$ cat src/rtl/io_port_pkg.sv
// io_port_pkg: shared constants for the io_port_controller slice.
//   Port addresses decoded from port_id, and bit positions in the status word.
package io_port_pkg;

  localparam logic [2:0] PORT_OUT0   = 3'd0;
  localparam logic [2:0] PORT_OUT1   = 3'd1;
  localparam logic [2:0] PORT_OUT2   = 3'd2;
  localparam logic [2:0] PORT_OUT3   = 3'd3;
  localparam logic [2:0] PORT_IN_A   = 3'd4;
  localparam logic [2:0] PORT_IN_B   = 3'd5;
  localparam logic [2:0] PORT_STATUS = 3'd6;
  localparam logic [2:0] PORT_RX     = 3'd7;

  localparam int unsigned ST_OVF   = 3;
  localparam int unsigned ST_FULL  = 2;
  localparam int unsigned ST_EMPTY = 1;
  localparam int unsigned ST_ACHG  = 0;

endpackage

$ cat src/rtl/rx_fifo.sv
// rx_fifo: small receive FIFO of 4-bit entries.
//   clock, reset      : system clock, async active-low reset (clears pointers/occupancy)
//   push, din         : write request and data; no backpressure
//   pop, dout         : read request and head entry (dout only meaningful when !empty)
//   full, empty       : decoded from the occupancy counter
//   overflow_evt      : push attempted while full with no simultaneous pop
module rx_fifo #(
  parameter int unsigned FIFO_DEPTH = 4
) (
  input  logic       clock,
  input  logic       reset,
  input  logic       push,
  input  logic       pop,
  input  logic [3:0] din,
  output logic [3:0] dout,
  output logic       full,
  output logic       empty,
  output logic       overflow_evt
);

  localparam int unsigned PW = (FIFO_DEPTH > 1) ? $clog2(FIFO_DEPTH) : 1;

  logic [3:0]  mem [FIFO_DEPTH];
  logic [PW-1:0] wr_ptr, rd_ptr;
  logic [PW:0]   count;
  logic          do_push, do_pop;

  assign full  = (count == (PW+1)'(FIFO_DEPTH));
  assign empty = (count == '0);
  assign dout  = mem[rd_ptr];

  // A pop on an empty FIFO is ignored; a pop frees a slot for a same-cycle
  // push when full, so that push is accepted and no overflow is flagged.
  assign do_pop       = pop & ~empty;
  assign do_push      = push & (~full | do_pop);
  assign overflow_evt = push & full & ~do_pop;

  always_ff @(posedge clock) begin
    if (do_push) mem[wr_ptr] <= din;
  end

  always_ff @(posedge clock or negedge reset) begin
    if (!reset) begin
      wr_ptr <= '0;
      rd_ptr <= '0;
      count  <= '0;
    end else begin
      if (do_push) wr_ptr <= wr_ptr + 1'b1;
      if (do_pop)  rd_ptr <= rd_ptr + 1'b1;
      case ({do_push, do_pop})
        2'b10:   count <= count + 1'b1;
        2'b01:   count <= count - 1'b1;
        default: count <= count;
      endcase
    end
  end

endmodule

$ cat src/rtl/io_port_controller.sv
// io_port_controller: port bank behind the device's port bus.
//   clock, reset            : system clock, async active-low reset
//   port_id/read/write      : bus address and one-cycle strobes
//   wr_data / rd_data       : write data in, combinational read data out
//   out_ports               : four 4-bit output latches (port k at [4k+3:4k])
//   in_port_a, in_port_b    : asynchronous pins, synchronized before use
//   rx_data, rx_strobe      : receive FIFO producer interface
//   irq                     : FIFO non-empty or any sticky status bit set
module io_port_controller
  import io_port_pkg::*;
#(
  parameter int unsigned FIFO_DEPTH  = 4,
  parameter int unsigned SYNC_STAGES = 2
) (
  input  logic        clock,
  input  logic        reset,
  input  logic [2:0]  port_id,
  input  logic        port_read,
  input  logic        port_write,
  input  logic [3:0]  wr_data,
  output logic [3:0]  rd_data,
  output logic [15:0] out_ports,
  input  logic [3:0]  in_port_a,
  input  logic [3:0]  in_port_b,
  input  logic [3:0]  rx_data,
  input  logic        rx_strobe,
  output logic        irq
);

  logic [3:0][3:0]             out_q;
  logic [SYNC_STAGES-1:0][3:0] sync_a, sync_b;
  logic [3:0]                  sync_a_q, sync_b_q, prev_a;
  logic                        ovf_q, achg_q;
  logic                        ovf_evt, achg_evt, st_clr;
  logic                        fifo_full, fifo_empty, fifo_pop;
  logic [3:0]                  fifo_dout;
  logic [3:0]                  status;

  assign out_ports = out_q;
  assign sync_a_q  = sync_a[SYNC_STAGES-1];
  assign sync_b_q  = sync_b[SYNC_STAGES-1];
  assign fifo_pop  = port_read & (port_id == PORT_RX);
  assign st_clr    = port_write & (port_id == PORT_STATUS);
  assign achg_evt  = (sync_a_q != prev_a);

  rx_fifo #(.FIFO_DEPTH(FIFO_DEPTH)) u_rx_fifo (
    .clock        (clock),
    .reset        (reset),
    .push         (rx_strobe),
    .pop          (fifo_pop),
    .din          (rx_data),
    .dout         (fifo_dout),
    .full         (fifo_full),
    .empty        (fifo_empty),
    .overflow_evt (ovf_evt)
  );

  always_comb begin
    status           = '0;
    status[ST_OVF]   = ovf_q;
    status[ST_FULL]  = fifo_full;
    status[ST_EMPTY] = fifo_empty;
    status[ST_ACHG]  = achg_q;
  end

  always_ff @(posedge clock or negedge reset) begin
    if (!reset) begin
      out_q  <= '0;
      sync_a <= '0;
      sync_b <= '0;
      prev_a <= '0;
      ovf_q  <= 1'b0;
      achg_q <= 1'b0;
    end else begin
      if (port_write && !port_id[2]) out_q[port_id[1:0]] <= wr_data;
      sync_a <= {sync_a[SYNC_STAGES-2:0], in_port_a};
      sync_b <= {sync_b[SYNC_STAGES-2:0], in_port_b};
      prev_a <= sync_a_q;
      // Set wins over a write-1-to-clear landing in the same cycle.
      ovf_q  <= ovf_evt  | (ovf_q  & ~(st_clr & wr_data[ST_OVF]));
      achg_q <= achg_evt | (achg_q & ~(st_clr & wr_data[ST_ACHG]));
    end
  end

  // Every term is a flop output (occupancy counter, sticky bits), so irq
  // tracks post-edge state and drops immediately with reset.
  assign irq = ~fifo_empty | ovf_q | achg_q;

  always_comb begin
    rd_data = '0;
    if (port_read) begin
      case (port_id)
        PORT_OUT0, PORT_OUT1,
        PORT_OUT2, PORT_OUT3: rd_data = out_q[port_id[1:0]];
        PORT_IN_A:            rd_data = sync_a_q;
        PORT_IN_B:            rd_data = sync_b_q;
        PORT_STATUS:          rd_data = status;
        PORT_RX:              rd_data = fifo_empty ? 4'h0 : fifo_dout;
        default:              rd_data = '0;
      endcase
    end
  end

endmodule
$ cat config.mk
export PLATFORM = sky130hd
export DESIGN_NAME = io_port_controller
export DESIGN_NICKNAME = d
export VERILOG_FILES = /design/src/rtl/io_port_pkg.sv /design/src/rtl/rx_fifo.sv /design/src/rtl/io_port_controller.sv
export SDC_FILE = /design/constraint.sdc
export NUM_CORES = 1
export LEC_CHECK = 0
export ABC_AREA = 0
export BUFFER_PORTS_ARGS = -buffer_cell sky130_fd_sc_hd__buf_2
export CORE_ASPECT_RATIO = 0.8
export CORE_MARGIN = 2
export CORE_UTILIZATION = 30
export DETAILED_ROUTE_END_ITERATION = 10
export SLEW_MARGIN = 20
export SYNTH_ARGS = -nofsm -noshare
export SYNTH_HDL_FRONTEND = slang
export SYNTH_SLANG_ARGS = --single-unit
$ cat constraint.sdc
create_clock -name clock -period 3.7 [get_ports clock]
set_input_delay 0.37 -clock clock [delete_from_list [all_inputs] [get_ports clock]]
set_output_delay 0.37 -clock clock [all_outputs]
set_load 0.05 [all_outputs]
# Yosys cells after proc, flatten, opt, wreduce, memory -nomap -nowiden
# Memory sizes are Yosys's and may differ from the RTL's.
# Index checks and enable logic that the tools add are counted.
[totals] regBits=45 ramBits=16 input_bits=24 out_inout_bits=21 wordCells=70 memories=1
[classes] addsub=4 magnitude_cmp=2 eq_ne=11 n_mux=11 bitwise_logic=20 n_reduce_logical=7
[mem_list] name="u_rx_fifo.mem" words=4 word_bits=4 rd=1 rd_clocked_by_memory_dff=0 wr=1 line_no="rx_fifo.sv:23" source="logic [3:0] mem [FIFO_DEPTH];"
[ops] op="one-hot mux 4 bit (5 select lines)" count=1
[ops] op="bitwise mux 16 bit" count=1
[ops] op="2-to-1 mux 4 bit" count=4
[ops] op="== test 3 bit (second input constant)" count=5
[ops] op="AND 1 bit" count=10
[ops] op="binary-select mux 4 bit (select 2 bit)" count=1
[ops] op="demux 4 bit (select 2 bit)" count=1
[ops] op="== test 3 x 2 -> 1 bit (second input constant)" count=2
[ops] op="zero test 3 bit" count=2
[ops] op="one-hot mux 3 bit (2 select lines)" count=1
[ops] op="NOT 1 bit" count=5
[ops] op="bitwise OR 1 bit" count=5
[ops] op="adder 2 x 1 -> 2 bit (second input constant)" count=2
[ops] op="inequality test 4 bit" count=1
[ops] op="OR reduction 4 bit" count=1
[ops] op="adder 3 x 1 -> 3 bit (second input constant)" count=1
[ops] op="== test 3 x 1 -> 1 bit (second input constant)" count=1
[ops] op="< comparator 2 x 3 -> 1 bit (second input constant)" count=1
[ops] op="subtractor 3 x 1 -> 3 bit (second input constant)" count=1
[ops] op="== test 2 x 1 -> 1 bit (second input constant)" count=1
[ops] op="== test 2 bit (second input constant)" count=1
[ops] op="greater-or-equal comparator 2 x 1 -> 1 bit (second input constant)" count=1
[ops] op="logical AND 1 bit" count=2
[ops] op="2-to-1 mux 1 bit" count=2
[ops] op="2 further kinds" count=2

# Depth between registers and ports, before layout
# Gate-level depths: netlist of the first run.
[logic_depth] word_depth=7 depth_mapped=7 mapped_depth_nobuf=6

# Hierarchy
# From an unflattened synthesis of the first run, not the netlist that was laid out.
[unflattened] cells_unflattened=174 area_unflattened_um2=2656.3
[by_module_without_submodules] mod="io_port_controller" n_inst=1 cells_each=114 area_each_um2=1632.8 seq_area_each_um2=950.9
[by_module_without_submodules] mod="rx_fifo" n_inst=1 cells_each=60 area_each_um2=1023.5 seq_area_each_um2=655.6

# Least setup slack after synthesis of the first run
# OpenSTA, ideal clock, no wires.
[synth_timing] path_type="register to output" from="register u_rx_fifo.count[0]" to="output rd_data[2]" t_arrival_ns=1.927 required_ns=3.330 setup_slack_ns=1.403 path_stages_with_launch=5 path_buffers=0 cell_sequence="dfrtp_1 nor2_1 a31oi_1 o21a_1 a31oi_1"
[synth_via] elab_chain_cells=4 word_cells_on_any_way=5 cone_classes="eq/ne (1); mux (3); reduce/logical (1)"
[synth_rtl] item="start: declaration" line_no="rx_fifo.sv:25" source="logic [PW:0] count;"
[synth_rtl] item="start signal: assignment" line_no="rx_fifo.sv:51" source="2'b10: count <= count + 1'b1;"
[synth_rtl] item="start signal: assignment" line_no="rx_fifo.sv:52" source="2'b01: count <= count - 1'b1;"
[synth_rtl] item="start signal: assignment" line_no="rx_fifo.sv:53" source="default: count <= count;"
[synth_rtl] item="zero test 3 bit" line_no="rx_fifo.sv:29" source="assign empty = (count == '0);"
[synth_rtl] item="2-to-1 mux 4 bit" line_no="io_port_controller.sv:98" source="PORT_RX: rd_data = fifo_empty ? 4'h0 : fifo_dout;"
[synth_rtl] item="one-hot mux 4 bit (5 select lines) *" line_no="io_port_controller.sv:92" source="case (port_id)"
[synth_rtl] item="2-to-1 mux 4 bit *" line_no="io_port_controller.sv:91" source="if (port_read) begin"
[synth_rtl] item="end: declaration" line_no="io_port_controller.sv:21" source="output logic [3:0] rd_data,"
# Mark *: on every way between the ends. The rest lies on a longest branch, timed or not.

# Worst setup path in the final report of the first run
# Ends and elaborated chain as after synthesis.

==> impl_metrics.json, run 1 <==
{
  "vdd.ir_drop.worst_v": 0.000264,
  "muxShareOfSynthArea_pct": 14.2,
  "stdcell_count": 346,
  "powerDensity_nw_per_um2": 662,
  "cts-root-buf": "clkbuf_8",
  "insertion_delay_ns": 0.34,
  "gp_congestion": 0.820,
  "n_antenna_cell": 0,
  "grt_use_total_pct": 11.5,
  "synth_seq_area_share_pct": 60.0,
  "synthXorXnorAreaFrac_pct": 2.94,
  "via_count": 1598,
  "status": "complete, no violations",
  "synth.top_cell.area_share_pct": 42.0,
  "finalClockSkew_ns": 0.00742,
  "hold_viol": 0,
  "yosys.area_share.simple_pct": 10.8,
  "viasPerCell": 4.62,
  "portBuffers": 44,
  "yosys-top-cells-count": "dfrtp_1, edfxtp_1, mux2_2",
  "avgSynthCellArea_um2": 14.8,
  "fin_setup_tns_ns": 0,
  "holdPathStages": 1,
  "grt_max_degree": 46,
  "fp-row-count": 30,
  "period_share_pct": 65.4,
  "areaGrowthSynthToFinish_pct": 20.0,
  "worstPathArrival_ns": 2.05,
  "p_leak_uw": 0.00132,
  "drv_slew": 0,
  "crit_type": "flop to output port",
  "critPathLaunchType": "flop",
  "cts.sinks": 61,
  "synth_compound_area_share_pct": 6.63,
  "detail-route-antenna-nets": 0,
  "h-tree-depth": 3,
  "clockBufferDepth": 2,
  "hp-class": "input port to flop",
  "synth_seq_cells": 61,
  "fmax_ghz": 0.413,
  "grt_pass1_wl_um": 8070,
  "ios": 45,
  "dieHeight_um": 88.5,
  "path_clk_slew_ns": 0.07,
  "yosysTopAreaCell": "dfrtp_1",
  "antenna_found_initial": 0,
  "grt_setup_unrepaired": "no",
  "grt_pass1_vias": 1582,
  "setup_violations": 0,
  "maxSlewHeadroom_pct": 69.5,
  "synthArstFlopShare_pct": 73.8,
  "core_um2": 8600,
  "place.detailed.hpwl_um": 3730,
  "synth-main-ff-cell": "dfrtp_1",
  "drive_gt1_share_pct": 38.9,
  "yosysUniqueCellTypes": 44,
  "die_w_um": 110,
  "yosysWarningCount": 0,
  "drv_cap": 0,
  "power_uw": 2130,
  "worst_pin_slew_ns": 0.457,
  "final_util_pct": 37.4,
  "synth_top_family_by_area": "multiplexers",
  "placedCellCount": 328,
  "syn_area_um2": 2680,
  "r2r_cells": 5,
  "cts_tree": "yes",
  "synth_edf_count": 16,
  "synthAdderAreaFrac_pct": 2.62,
  "syn-num-nets": 210,
  "cts_buffers": 9,
  "cts_resized": 0,
  "netlist_instances": 181,
  "drc_errors": 0,
  "initial_core_util_pct": 31.2,
  "synth_most_common_cell": "dfrtp_1",
  "wl_per_cell_um": 14.6,
  "first_pass_iters": 4,
  "die-area_um2": 9710,
  "overflow": 0,
  "drt-total-wl_um": 5060,
  "worst-path-max-fanout": 8,
  "cp-end-kind": "output port",
  "cp.required_ns": 3.33,
  "post-route-min-period_ns": 2.42,
  "dr.first_iter.drc_count": 103,
  "nets": 258,
  "synth_area_leaders": "dfrtp_1, edfxtp_1, mux2_2"
}
kinds of logic after synthesis:
logic type      after synthesis
compound gates               24
fa+ha+maj                     5
xor+xnor                      9
buf+inv                      12
mux                          26
flops                        61
simple gates                 44
metal layers:
layer  vias up  GRT usage (%)  part of all wire [%]
li1        775              -                     -
met1       778           15.6                    47
met2        36           16.3                    46
met3         9           5.01                   6.1
met4         0           4.14                   1.3
met5         -              0                     0
sequential cells by signal, indices dropped and copies added (netlist names):
| register | cells |
|---|---|
| u_rx_fifo.rd_ptr | 2 |
| prev_a | 4 |
| u_rx_fifo.wr_ptr | 2 |
| achg_q | 1 |
| sync_a_q | 4 |
| ovf_q | 1 |
| sync_b | 4 |
| u_rx_fifo.count | 3 |
| out_ports | 16 |
| sync_a | 4 |
| u_rx_fifo.mem | 16 |
| sync_b_q | 4 |
final timing paths:
| kind | to | slack, ns | startpoint |
|---|---|---|---|
| setup / recovery | rd_data[2] | 1.28 | u_rx_fifo.count[0] |
| hold / removal | sync_a[3] | 0.14 | in_port_a[3] |
| setup reg to reg | u_rx_fifo.count[2] | 1.57 | u_rx_fifo.count[0] |
| hold reg to reg | sync_b_q[3] | 0.35 | sync_b[3] |
| max in group asynchronous | u_rx_fifo.count[1] | 2.73 | reset |
| min in group asynchronous | sync_a[0] | 0.49 | reset |
power breakdown:
| group | internal (µW) | switching [µW] |
|---|---|---|
| clock network | 352 | 255 |
| registers | 822 | 118 |
| logic | 227 | 355 |
| total | 1400 | 728 |
area by class of cell:
cell class | instances | area (µm²)
Tap cell | 112 | 140
Clock inverter | 5 | 56.3
Inverter | 3 | 11.3
Timing Repair Buffer | 46 | 250
Sequential cell | 61 | 1610
Clock buffer | 11 | 153
Fill cell | 822 | 5380
Multi-Input combinational cell | 108 | 997
worst max-delay path: stages (launching register included):
cell and delay [ns]:
dfrtp_1 0.48, nor2_1 0.38, a31oi_1 0.15, o21a_1 0.19, a31oi_1 0.20, buf_2 0.30
stage by stage:
step	setup WS, ns	area (µm²)	hold slack, ns
2_1_floorplan	1.40	2680	0.0744
3_3_place_gp	1.56	2980	0.337
3_5_place_dp	1.54	2980	0.335
4_1_cts	1.25	3180	0.122
5_1_grt	1.15	3210	0.117
6_report	1.28	3210	0.138
cell usage in the layout, fill, tap and decap left out, types with 5 or more instances in the layout:
| cell | Yosys | layout |
|---|---|---|
| dfrtp_1 | 45 | 45 |
| nand2_1 | 9 | 9 |
| xor2_1 | 6 | 6 |
| edfxtp_1 | 16 | 16 |
| o21ai_0 | 6 | 6 |
| buf_2 | 3 | 44 |
| mux2_2 | 16 | 16 |
| a31oi_1 | 6 | 6 |
| clkbuf_8 | 0 | 9 |
| nor2_1 | 5 | 5 |
| nand3_1 | 5 | 5 |
| mux4_2 | 8 | 8 |
what timing repair did:
action | in CTS | in global routing
endpoints found under the setup margin | 0 | 0
endpoints found under the hold margin | 0 | 17
hold buffers | 0 | 1
setup buffers | 0 | 0
Power figures use the tool's default switching activity.
==> inputs of run 2 (changes only) <==
==> constraint.sdc (replaced) <==
create_clock -name clock -period 2.5 [get_ports clock]
set_input_delay 0.25 -clock clock [delete_from_list [all_inputs] [get_ports clock]]
set_output_delay 0.25 -clock clock [all_outputs]
set_load 0.05 [all_outputs]
==> run 2 against run 1 <==
Count of clock-buffer cells in the layout decreased by 1; first-iteration DRC count decreased by 33%; combinational power increased by 50%; global-route usage increased by 0.25 points; sequential share of layout area unchanged; die area unchanged; clock skew about the same; setup slack got worse by 1.0 ns; final cell count increased by 1.2%; critical endpoint unchanged.
==> impl_metrics.json, run 2 (synthesis gave the netlist of run 1 again) <==
{
  "drv_cap": 0,
  "drc_errors": 0,
  "antenna_found_initial": 0,
  "worst-path-max-fanout": 8,
  "die-area_um2": 9710,
  "path_clk_slew_ns": 0.07,
  "hold_viol": 0,
  "core_um2": 8600,
  "powerDensity_nw_per_um2": 939,
  "clockPowerShare_pct": 25.1,
  "portBuffers": 44,
  "p_int_uw": 1940,
  "die_w_um": 110,
  "dieHeight_um": 88.5,
  "fillCellCount": 838,
  "cts.sinks": 61,
  "cp-startpoint": "u_rx_fifo.count[0]",
  "fmax_ghz": 0.444,
  "drive_gt1_share_pct": 38.2,
  "overflow": 0,
  "wl_per_cell_um": 14.7,
  "insertion_delay_ns": 0.33,
  "finalClockSkew_ns": 0.00696,
  "cp_cell_sequence": "nor2_1 -> a31oi_1 -> o21a_1 -> a31oi_1 -> buf_2",
  "cts-root-buf": "clkbuf_8",
  "grt_pass1_vias": 1619,
  "grt_use_total_pct": 11.7,
  "r2r-start": "u_rx_fifo.count[0]",
  "drv_slew": 0,
  "gp_congestion": 0.811,
  "layout_common_cells": "dfrtp_1, buf_2, mux2_2, edfxtp_1, clkbuf_8",
  "p_seq_share_pct": 46.0,
  "fin_setup_tns_ns": 0,
  "finalWorstSetupSlack_ns": 0.250,
  "worstPathArrival_ns": 2.00,
  "period_share_pct": 90.0,
  "viasPerCell": 4.68,
  "status": "complete, no violations",
  "n_antenna_cell": 0,
  "grt_pass1_wl_um": 8300,
  "dr.first_iter.drc_count": 69,
  "areaGrowthSynthToFinish_pct": 20.0,
  "initial_core_util_pct": 31.2,
  "fp-row-count": 30,
  "clockBufferDepth": 2,
  "layout.cells.most_common": "dfrtp_1",
  "nets": 262,
  "place.detailed.hpwl_um": 3790,
  "worst_pin_slew_ns": 0.564,
  "critPathLaunchType": "flop",
  "swShare_pct": 35.8,
  "grt_setup_unrepaired": "no",
  "seq_area_um2": 1610,
  "hp-class": "input port to flop",
  "crit_path_max_incr_delay_ns": 0.47,
  "power_uw": 3020,
  "critPathSlowestCell": "dfrtp_1",
  "post-place-ws_ns": 0.374,
  "detail-route-antenna-nets": 0,
  "drt-total-wl_um": 5150,
  "crit_top_cell": "a31oi_1",
  "p_leak_uw": 0.00132,
  "cp.required_ns": 2.25,
  "switchingPower_uw": 1080,
  "first_pass_iters": 4,
  "ios": 45,
  "h-tree-depth": 3,
  "vdd.ir_drop.worst_v": 0.000368,
  "cts_buffers": 9,
  "min-delay-start": "in_port_b[2]",
  "post-route-min-period_ns": 2.25,
  "cp-end-kind": "output port",
  "cts_tree": "yes",
  "crit_type": "flop to output port",
  "via_count": 1638,
  "pwr-share-comb_pct": 28.9,
  "setup_violations": 0,
  "maxSlewHeadroom_pct": 62.4,
  "grt_max_degree": 46,
  "multi_input_area_um2": 997
}
run 2: worst max-delay path: cells and delay by family, from the launching register on:
kind	cells	cell delay (ns)
flip-flops	1	0.47
AND/OR/NAND/NOR	1	0.38
buffers and inverters	1	0.29
AO/OA/AOI/OAI	3	0.53
run 2: area by class of cell:
cell class / count / area share [%]
Timing Repair Buffer: 50 / 8.80
Clock inverter: 6 / 1.21
Clock buffer: 10 / 4.28
Tap cell: 112 / 4.36
Inverter: 3 / 0.350
Sequential cell: 61 / 50.0
Multi-Input combinational cell: 108 / 31.0
run 2: per-stage QoR:
| stage | cells | utilization, % | hold WS (ns) | cell area, µm² |
|---|---|---|---|---|
| floorplan | 181 | - | -0.0456 | 2680 |
| global placement | 328 | 34.6 | 0.337 | 2980 |
| detailed placement | 328 | 34.6 | 0.335 | 2980 |
| CTS | 347 | 37.0 | 0.00140 | 3180 |
| global route | 350 | 37.4 | 0.00185 | 3210 |
| finish | 350 | 37.4 | 0.0234 | 3210 |
run 2: what timing repair did:
action / CTS / global route
buffers inserted: 0 / 0
gates resized for setup: 0 / 0
endpoints found under the hold margin: 3 / 47
hold buffers: 3 / 3
run 2: power groups by stage:
| stage | sequential (µW) | clock [µW] | combinational, µW |
|---|---|---|---|
| finish | 1390 | 757 | 872 |
| global route | 1420 | 831 | 955 |
| CTS | 1390 | 790 | 879 |
| detailed placement | 1410 | 0 | 875 |
| global placement | 1400 | 0 | 856 |
| floorplan | 1540 | 0 | 516 |
run 2: path summary, 6_finish.rpt:
| path | depth (start not counted) | slack, ns | endpoint |
|---|---|---|---|
| max | 5 | 0.25 | rd_data[2] |
| min | 1 | 0.02 | sync_b[2] |
| max reg2reg | 6 | 0.34 | u_rx_fifo.count[2] |
| min reg2reg | 0 | 0.35 | sync_a_q[1] |
| max in group asynchronous | 2 | 1.66 | u_rx_fifo.count[0] |
| min in group asynchronous | 2 | 0.45 | sync_b[0] |
run 2: layer usage:
layer  global-route usage [%]  part of all wire (%)  vias to the layer above
met5                        0                     0                        -
met4                     4.14                  0.78                        0
met3                     4.57                   5.5                        6
met2                     15.7                    45                       42
met1                     17.2                    49                      812
li1                         -                     -                      778
